==> src/rtl/multicycle_ctrl_fsm.sv <==
// Multi-cycle control sequencer for the femtoRV32 single-port-memory datapath.
// Steps each instruction through FETCH/DECODE/EXEC/MEM/WB and traps illegal opcodes and memory stalls.
module multicycle_ctrl_fsm #(
    parameter int unsigned TIMEOUT_CYCLES = 16,
    parameter int unsigned CNT_W          = 32
) (
    input  logic             clk,
    input  logic             rst_n,
    input  logic [4:0]       i_inst_op,
    input  logic             i_mem_ready,
    input  logic             i_branch_cond,
    output logic             o_mem_req,
    output logic             o_mem_re,
    output logic             o_mem_we,
    output logic             o_addr_sel,
    output logic             o_ir_write,
    output logic             o_pc_write,
    output logic [1:0]       o_pc_src,
    output logic [1:0]       o_alu_a_sel,
    output logic             o_alu_src,
    output logic [1:0]       o_alu_op,
    output logic             o_reg_write,
    output logic [1:0]       o_wb_sel,
    output logic             o_halted,
    output logic             o_illegal_inst,
    output logic             o_mem_timeout,
    output logic [CNT_W-1:0] o_instret,
    output logic [2:0]       o_state
);

    localparam int unsigned    ToW    = (TIMEOUT_CYCLES > 1) ? $clog2(TIMEOUT_CYCLES) : 1;
    localparam logic [ToW-1:0] ToLast = ToW'(TIMEOUT_CYCLES - 1);

    localparam logic [4:0] OpR      = 5'b01100;
    localparam logic [4:0] OpI      = 5'b00100;
    localparam logic [4:0] OpLd     = 5'b00000;
    localparam logic [4:0] OpSt     = 5'b01000;
    localparam logic [4:0] OpBr     = 5'b11000;
    localparam logic [4:0] OpJal    = 5'b11011;
    localparam logic [4:0] OpJalr   = 5'b11001;
    localparam logic [4:0] OpLui    = 5'b01101;
    localparam logic [4:0] OpAuipc  = 5'b00101;
    localparam logic [4:0] OpFence  = 5'b00011;
    localparam logic [4:0] OpSystem = 5'b11100;
    localparam logic [4:0] OpCustom = 5'b10001;

    typedef enum logic [2:0] {
        StBoot   = 3'd0,
        StFetch  = 3'd1,
        StDecode = 3'd2,
        StExec   = 3'd3,
        StMem    = 3'd4,
        StWb     = 3'd5,
        StHalt   = 3'd6
    } state_e;

    typedef enum logic [3:0] {
        ClsR     = 4'd0,
        ClsI     = 4'd1,
        ClsLd    = 4'd2,
        ClsSt    = 4'd3,
        ClsBr    = 4'd4,
        ClsJal   = 4'd5,
        ClsJalr  = 4'd6,
        ClsLui   = 4'd7,
        ClsAuipc = 4'd8
    } cls_e;

    state_e           r_state, w_state_d;
    cls_e             r_cls, w_cls_d;
    logic             r_illegal, w_illegal_d;
    logic             r_timeout, w_timeout_d;
    logic [ToW-1:0]   r_to_cnt, w_to_cnt_d;
    logic [CNT_W-1:0] r_instret, w_instret_d;
    logic             w_stall;
    logic             w_to_hit;

    always_ff @(posedge clk or negedge rst_n) begin
        if (!rst_n) begin
            r_state   <= StBoot;
            r_cls     <= ClsR;
            r_illegal <= 1'b0;
            r_timeout <= 1'b0;
            r_to_cnt  <= '0;
            r_instret <= '0;
        end else begin
            r_state   <= w_state_d;
            r_cls     <= w_cls_d;
            r_illegal <= w_illegal_d;
            r_timeout <= w_timeout_d;
            r_to_cnt  <= w_to_cnt_d;
            r_instret <= w_instret_d;
        end
    end

    // Counter is zero on every entry to FETCH/MEM because it only survives a stall-in-place.
    always_comb begin
        w_stall    = ((r_state == StFetch) || (r_state == StMem)) && !i_mem_ready;
        w_to_hit   = w_stall && (TIMEOUT_CYCLES != 0) && (r_to_cnt == ToLast);
        w_to_cnt_d = w_stall ? (r_to_cnt + ToW'(1)) : '0;
    end

    always_comb begin
        w_instret_d = r_instret;
        if ((w_state_d == StFetch) && (r_state != StFetch) && (r_state != StBoot)) begin
            w_instret_d = r_instret + CNT_W'(1);
        end
    end

    always_comb begin
        w_state_d   = r_state;
        w_cls_d     = r_cls;
        w_illegal_d = r_illegal;
        w_timeout_d = r_timeout;
        o_mem_req   = 1'b0;
        o_mem_re    = 1'b0;
        o_mem_we    = 1'b0;
        o_addr_sel  = 1'b0;
        o_ir_write  = 1'b0;
        o_pc_write  = 1'b0;
        o_pc_src    = 2'b00;
        o_alu_a_sel = 2'b00;
        o_alu_src   = 1'b0;
        o_alu_op    = 2'b00;
        o_reg_write = 1'b0;
        o_wb_sel    = 2'b00;
        o_halted    = 1'b0;

        case (r_state)
            StBoot: w_state_d = StFetch;

            StFetch: begin
                o_mem_req = 1'b1;
                o_mem_re  = 1'b1;
                if (i_mem_ready) begin
                    o_ir_write = 1'b1;
                    o_pc_write = 1'b1;
                    w_state_d  = StDecode;
                end else if (w_to_hit) begin
                    w_state_d   = StHalt;
                    w_timeout_d = 1'b1;
                end
            end

            StDecode: begin
                w_state_d = StExec;
                case (i_inst_op)
                    OpR:      w_cls_d = ClsR;
                    OpI:      w_cls_d = ClsI;
                    OpLd:     w_cls_d = ClsLd;
                    OpSt:     w_cls_d = ClsSt;
                    OpBr:     w_cls_d = ClsBr;
                    OpJal:    w_cls_d = ClsJal;
                    OpJalr:   w_cls_d = ClsJalr;
                    OpLui:    w_cls_d = ClsLui;
                    OpAuipc:  w_cls_d = ClsAuipc;
                    OpFence:  w_state_d = StFetch;
                    OpSystem: w_state_d = StHalt;
                    OpCustom: w_state_d = StHalt;
                    default: begin
                        w_state_d   = StHalt;
                        w_illegal_d = 1'b1;
                    end
                endcase
            end

            StExec: begin
                w_state_d = StWb;
                case (r_cls)
                    ClsR: o_alu_op = 2'b10;
                    ClsI: begin
                        o_alu_src = 1'b1;
                        o_alu_op  = 2'b11;
                    end
                    ClsLd, ClsSt: begin
                        o_alu_src = 1'b1;
                        w_state_d = StMem;
                    end
                    ClsBr: begin
                        o_alu_op   = 2'b01;
                        o_pc_write = i_branch_cond;
                        o_pc_src   = 2'b01;
                        w_state_d  = StFetch;
                    end
                    ClsJal: begin
                        o_pc_write = 1'b1;
                        o_pc_src   = 2'b01;
                    end
                    ClsJalr: begin
                        o_alu_src  = 1'b1;
                        o_pc_write = 1'b1;
                        o_pc_src   = 2'b10;
                    end
                    ClsLui: begin
                        o_alu_a_sel = 2'b10;
                        o_alu_src   = 1'b1;
                    end
                    ClsAuipc: begin
                        o_alu_a_sel = 2'b01;
                        o_alu_src   = 1'b1;
                    end
                    default: w_state_d = StFetch;
                endcase
            end

            StMem: begin
                o_mem_req  = 1'b1;
                o_addr_sel = 1'b1;
                o_mem_re   = (r_cls == ClsLd);
                o_mem_we   = (r_cls == ClsSt);
                if (i_mem_ready) begin
                    w_state_d = (r_cls == ClsLd) ? StWb : StFetch;
                end else if (w_to_hit) begin
                    w_state_d   = StHalt;
                    w_timeout_d = 1'b1;
                end
            end

            StWb: begin
                o_reg_write = 1'b1;
                if (r_cls == ClsLd) begin
                    o_wb_sel = 2'b01;
                end else if ((r_cls == ClsJal) || (r_cls == ClsJalr)) begin
                    o_wb_sel = 2'b10;
                end
                w_state_d = StFetch;
            end

            StHalt: o_halted = 1'b1;

            default: w_state_d = StHalt;
        endcase
    end

    assign o_state        = r_state;
    assign o_illegal_inst = r_illegal;
    assign o_mem_timeout  = r_timeout;
    assign o_instret      = r_instret;

endmodule

==> config.mk <==
export PLATFORM = sky130hd
export DESIGN_NAME = multicycle_ctrl_fsm
export DESIGN_NICKNAME = d
export VERILOG_FILES = /design/src/rtl/multicycle_ctrl_fsm.sv
export SDC_FILE = /design/constraint.sdc
export NUM_CORES = 1
export LEC_CHECK = 0
export CAP_MARGIN = 5
export CORE_UTILIZATION = 45
export DETAILED_ROUTE_END_ITERATION = 16
export PLACE_DENSITY = 0.85
export SLEW_MARGIN = 40
export SYNTH_ARGS = -nofsm -noshare
export SYNTH_HDL_FRONTEND = slang
export SYNTH_SLANG_ARGS = --single-unit
==> constraint.sdc <==
create_clock -name clk -period 2.8 [get_ports clk]
set_input_delay 0.84 -clock clk [delete_from_list [all_inputs] [get_ports clk]]
set_output_delay 0.84 -clock clk [all_outputs]
set_load 0.005 [all_outputs]
* After elaboration in Yosys (flattened, before gate mapping)
Index checks and enable logic that the tools add are counted.
** Cells by class
- Reduce and logical (&&, ||, !) cells :: 24
- Multiplexer cells :: 30
- Bitwise logic cells :: 2
- Shift-type cells :: 0
- $add $sub $neg :: 2
- Div/mod/pow operators :: 0
- Multiply operators :: 0
- $lt $le $gt $ge :: 0
- Equality and inequality tests :: 28
** Operators with widths (count)
- $pmux 4 s9 :: 1
- $add 32x1->32 const B :: 1
- $eq 5x5->1 const B :: 5
- $pmux 3 s6 :: 1
- $eq 4x3->1 const B :: 4
- $eq 5x4->1 const B :: 3
- $mux 2 :: 6
- $mux 3 :: 4
- $pmux 3 s2 :: 2
- $reduce_or 12->1 :: 1
- $reduce_or 6->1 :: 2
- $eq 5x3->1 const B :: 2
- $reduce_or 2->1 :: 5
- $eq 3x3->1 const B :: 3
- $mux 1 :: 9
- $reduce_bool 9->1 :: 1
- $reduce_or 9->1 :: 1
- $eq 4x2->1 const B :: 2
- $eq 4x4->1 const B :: 2
- $pmux 2 s2 :: 2
- $eq 3x1->1 const B :: 2
- $eq 3x2->1 const B :: 2
- $pmux 1 s2 :: 3
- $pmux 2 s3 :: 1
- other kinds (15) :: 21
** Storage, ports and cells
- Bits in read-only memories :: 0
- RAM bits :: 0
- Bits in latches :: 0
- Flip-flop bits (word level) :: 45
- Memories kept :: 0
- Input port bits :: 9

* Longest topological paths before layout
Gate-level depths: netlist of the first run.
- Depth in word-level cells :: 10
- Depth in mapped cells :: 7
- Depth with buffers taken out :: 6

* Least setup slack after synthesis of the first run
Ideal clock, no wire load.
- Kind :: input to register
- Start point :: in i_inst_op[3]
- End point :: reg r_instret[20] (netlist: o_instret[20])
- Path buffers :: 2
- Data required time :: 2.721 ns
- Library setup time :: 0.079 ns
- Data arrival time :: 2.320 ns
- Stages on the path :: 7
- Slack :: 0.401 ns
- Cells stage by stage :: buf_2 -> or3b_4 -> o21ai_4 -> o211ai_4 -> buf_6 -> nor4_1 -> xor2_1
** On the way
- Longest elaborated chain between the ends :: 7
- Elaborated cells on any way between the ends :: 16
** Ends and longest elaborated chain
- start: declaration :: RTL line 9 : input logic [4:0] i_inst_op,
- $eq 5x3->1, or another cell as far along :: RTL line 147 : case (i_inst_op)
- $reduce_or 9->1 (no line)
- $pmux 3 s2 * :: RTL line 147
- $pmux 3 s6 * :: RTL line 129 : case (r_state)
- $eq 3x1->1 * :: RTL line 105 : if ((w_state_d == StFetch) && (r_state != StFetch) && (r_state != StBoot)) begin
- $logic_and 1x1->1 * (2 in a row) :: RTL line 105
- end signal: assignment :: RTL line 92 : r_instret <= w_instret_d;
- end: declaration :: RTL line 74 : logic [CNT_W-1:0] r_instret, w_instret_d;
Every way passes the cells marked *; elsewhere a longest branch is shown, timed or not.
A chain may end at the register's enable or synchronous reset.

* Worst setup path after layout of the first run
- Start point :: reg r_cls[0]
- End point :: out o_mem_re
** On the way
- Longest elaborated chain between the ends :: 2
** Ends and longest elaborated chain
- start: declaration :: RTL line 70 : cls_e r_cls, w_cls_d;
- start signal: assignment :: RTL line 81 : r_cls <= ClsR;
- start signal: assignment :: RTL line 88 : r_cls <= w_cls_d;
- $eq 4x2->1 :: RTL line 209 : o_mem_re = (r_cls == ClsLd);
- $pmux 1 s2 :: RTL line 129
- end: declaration :: RTL line 13 : output logic o_mem_re,
No other way between the ends.

==> impl_metrics.json, run 1 <==
{
  "outcome": "completed",
  "clk_latency_ns": 0.31,
  "htreeDepth": 2,
  "cts.sinks": 45,
  "crit_type": "reg -> out",
  "syn_inst": 289,
  "startpoint": "r_cls[0]",
  "synth-xor-area-share_pct": 11.4,
  "slew_viol_final": 0,
  "clkPwrFrac_pct": 16.4,
  "ir_worst_vdd_mv": 0.443,
  "io_buffers": 62,
  "yosys.area_share.adder_pct": 0.935,
  "ys_warn_count": 0,
  "synth_top_family_by_area": "simple AND/OR/NAND/NOR gates",
  "area_growth_pct": 35.7,
  "place_ws_ns": -0.198,
  "power_frac_comb_pct": 51.1,
  "clk_path_buf_depth": 2,
  "r2r-start": "o_instret[10]",
  "cp-end-kind": "output port",
  "cellLeakagePower_nw": 1.59,
  "synthSimpleGateAreaFrac_pct": 29.1,
  "initial_utilization_pct": 47.7,
  "num_vias": 2493,
  "chipWidth_um": 79.1,
  "cp_max_fo": 4,
  "fin_area_um2": 3630,
  "synth_top_flop_cell": "dfrtp_1",
  "synth_top_area_share_pct": 42.1,
  "synth_area_um2": 2680,
  "postCtsSetupBuffers": 0,
  "yosysUniqueCellTypes": 57,
  "hold_buffers": 0,
  "fin_nets": 381,
  "gp_congestion": 0.896,
  "postLayoutSetupSlackWorst_ns": 0.0412,
  "rows": 27,
  "grt.met1_usage_pct": 30.2,
  "ys_seq_elements": 45,
  "track_usage_pct": 22.9,
  "routed_wirelength_um": 6650,
  "hold_violations": 0,
  "fin_hold_ws_ns": 0.430,
  "dpl-instance-area_um2": 3520,
  "drc": 0,
  "drtAntennaViolNets": 0,
  "synth.most_common_cell": "dfrtp_1",
  "fin_skew_ns": 0.0121,
  "clkSlewWorstSetupHoldPaths_ns": 0.09,
  "antenna_found_initial": 0,
  "synth_edf_count": 0,
  "p_sw_w": 0.00101,
  "p_int_w": 0.00158,
  "fin_crit_sh_pct": 98.5,
  "netlist_top_cells_count": "dfrtp_1 (45), nand3_1 (22), nand2_1 (20), nor2_1 (20), xor2_1 (20)",
  "die_h_um": 79.1,
  "root_buffer": "clkbuf_8",
  "final_util_pct": 64.8,
  "grt_max_degree": 23,
  "sequentialPowerShare_pct": 32.5,
  "powerDensity_nw_per_um2": 714,
  "synth_compound_area_share_pct": 11.1,
  "start_kind": "register",
  "dp_hpwl_um": 4990,
  "rsz0062_at_grt": "true",
  "grt_use_met3_pct": 4.71,
  "grt_use_met2_pct": 37.7,
  "crit_arrival_ns": 1.92,
  "hold_class": "in -> async",
  "muxShareOfSynthArea_pct": 0.794,
  "min_period_ns": 2.76,
  "p_sw_share_pct": 39.1,
  "synth_fp_nets": 300,
  "setup_viol": 0,
  "syn_area_per_cell_um2": 9.26,
  "drive_gt1_share_pct": 15.4,
  "seq_area_frac_synth_pct": 42.1,
  "first_global_vias": 2414,
  "cts_buffers": 5,
  "synth_largest_area_cell": "dfrtp_1",
  "cts_tree": "built",
  "detail_route.wl_per_cell_um": 15.0,
  "coreArea_um2": 5610,
  "tightestPinTransition_ns": 0.605,
  "relSlewSlack_pct": 59.5,
  "dieArea_um2": 6260,
  "crit_required_ns": 1.96,
  "synthArstFlopShare_pct": 100,
  "grt_overflow": 0,
  "vias_per_cell": 5.63,
  "drt_iter0_drc": 204,
  "n_antenna_cell": 0,
  "cap_violations": 0,
  "synth.area.top_cells": "dfrtp_1 (42%), xor2_1 (6.5%), xnor2_1 (4.9%), nand3_1 (4.1%), nor3_1 (3.0%)",
  "max_freq_mhz": 362,
  "dr.pass1.iters": 4,
  "ios": 63,
  "grt_pass1_wl_um": 11200,
  "busiest_layer": "met2"
}
[cell type report]
| type | count | area [µm²] |
|---|---|---|
| fill | 469 | 1970 |
| multi-input combinational | 215 | 1450 |
| sequential | 45 | 1130 |
| timing repair buffer | 90 | 825 |
| tap | 72 | 90.1 |
| clock buffer | 5 | 68.8 |
| inverter | 13 | 48.8 |
| clock inverter | 3 | 25.0 |
[layout by cell type, fill, tap and decap left out, types with 3 or more instances in the layout]
cell type         n
clkdlybuf4s50_1  56
dfrtp_1          45
buf_4            28
nand3_1          22
nand2_1          20
nor2_1           20
xor2_1           20
nor3_1           16
xnor2_1          15
inv_1            12
nor4_1           11
o21ai_0           7
and3_1            7
nand4_1           7
nor2b_1           6
clkbuf_8          5
a21oi_1           4
o22ai_1           4
and2_1            3
a32o_1            3
dlygate4sd2_1     3
[flip-flops by register name, summed over array words and instances (netlist names)]
signal,cells
o_illegal_inst,1
r_cls,4
o_instret,32
o_mem_timeout,1
r_to_cnt,4
o_state,3
[final timing paths]
path                                 end  slack, ns  depth (start not counted)
max in group asynchronous  o_instret[15]       1.79                          2
min in group clk             r_to_cnt[0]       0.46                          1
hold / removal             o_instret[31]       0.43                          1
setup reg to reg           o_instret[26]       0.56                          5
hold reg to reg              r_to_cnt[0]       0.46                          1
setup / recovery                o_mem_re       0.04                          3
[power groups by stage]
stage	sequential [W]	clock (W)	combinational, W
floorplan	0.000839	0	0.000749
global placement	0.000846	0	0.00127
detailed placement	0.000849	0	0.00129
CTS	0.000841	0.000433	0.00131
global route	0.000857	0.000462	0.00144
finish	0.000842	0.000426	0.00132
[cell families after synthesis]
kind of cell	after synthesis
mux	2
simple gates	137
flops	45
buf+inv	29
compound gates	39
fa+ha+maj	2
xor+xnor	35
[metrics by stage]
stage	cells	total power, W	setup TNS, ns
2_1_floorplan	289	0.00159	0
3_3_place_gp	435	0.00211	-0.850
3_5_place_dp	435	0.00214	-2.11
4_1_cts	443	0.00259	0
5_1_grt	443	0.00276	-0.00492
6_report	443	0.00259	0
[critical path, stage by stage, from the launching register on]
cell             delay [ns]
dfrtp_1                0.39
or4b_4                 0.57
o21ai_2                0.15
clkdlybuf4s50_1        0.51
[layer usage]
layer / vias up / routed length (µm) / share of wire, %
li1: 1193 / - / -
met1: 1199 / 2940 / 44
met2: 91 / 3260 / 49
met3: 10 / 357 / 5.4
met4: 0 / 89 / 1.3
met5: - / 0 / 0
[timing repair]
item	4_1_cts	5_1_grt
resized for setup	10	4
endpoints found under the setup margin	5	5
hold endpoints to repair	0	0
(Power assumes the default switching activity.)
==> run 2, diff against run 1 <==
- HOLD_SLACK_MARGIN: unset -> 0.03
==> results of run 2 <==
The final DEF is identical to that of run 1; final timing and power are the same.
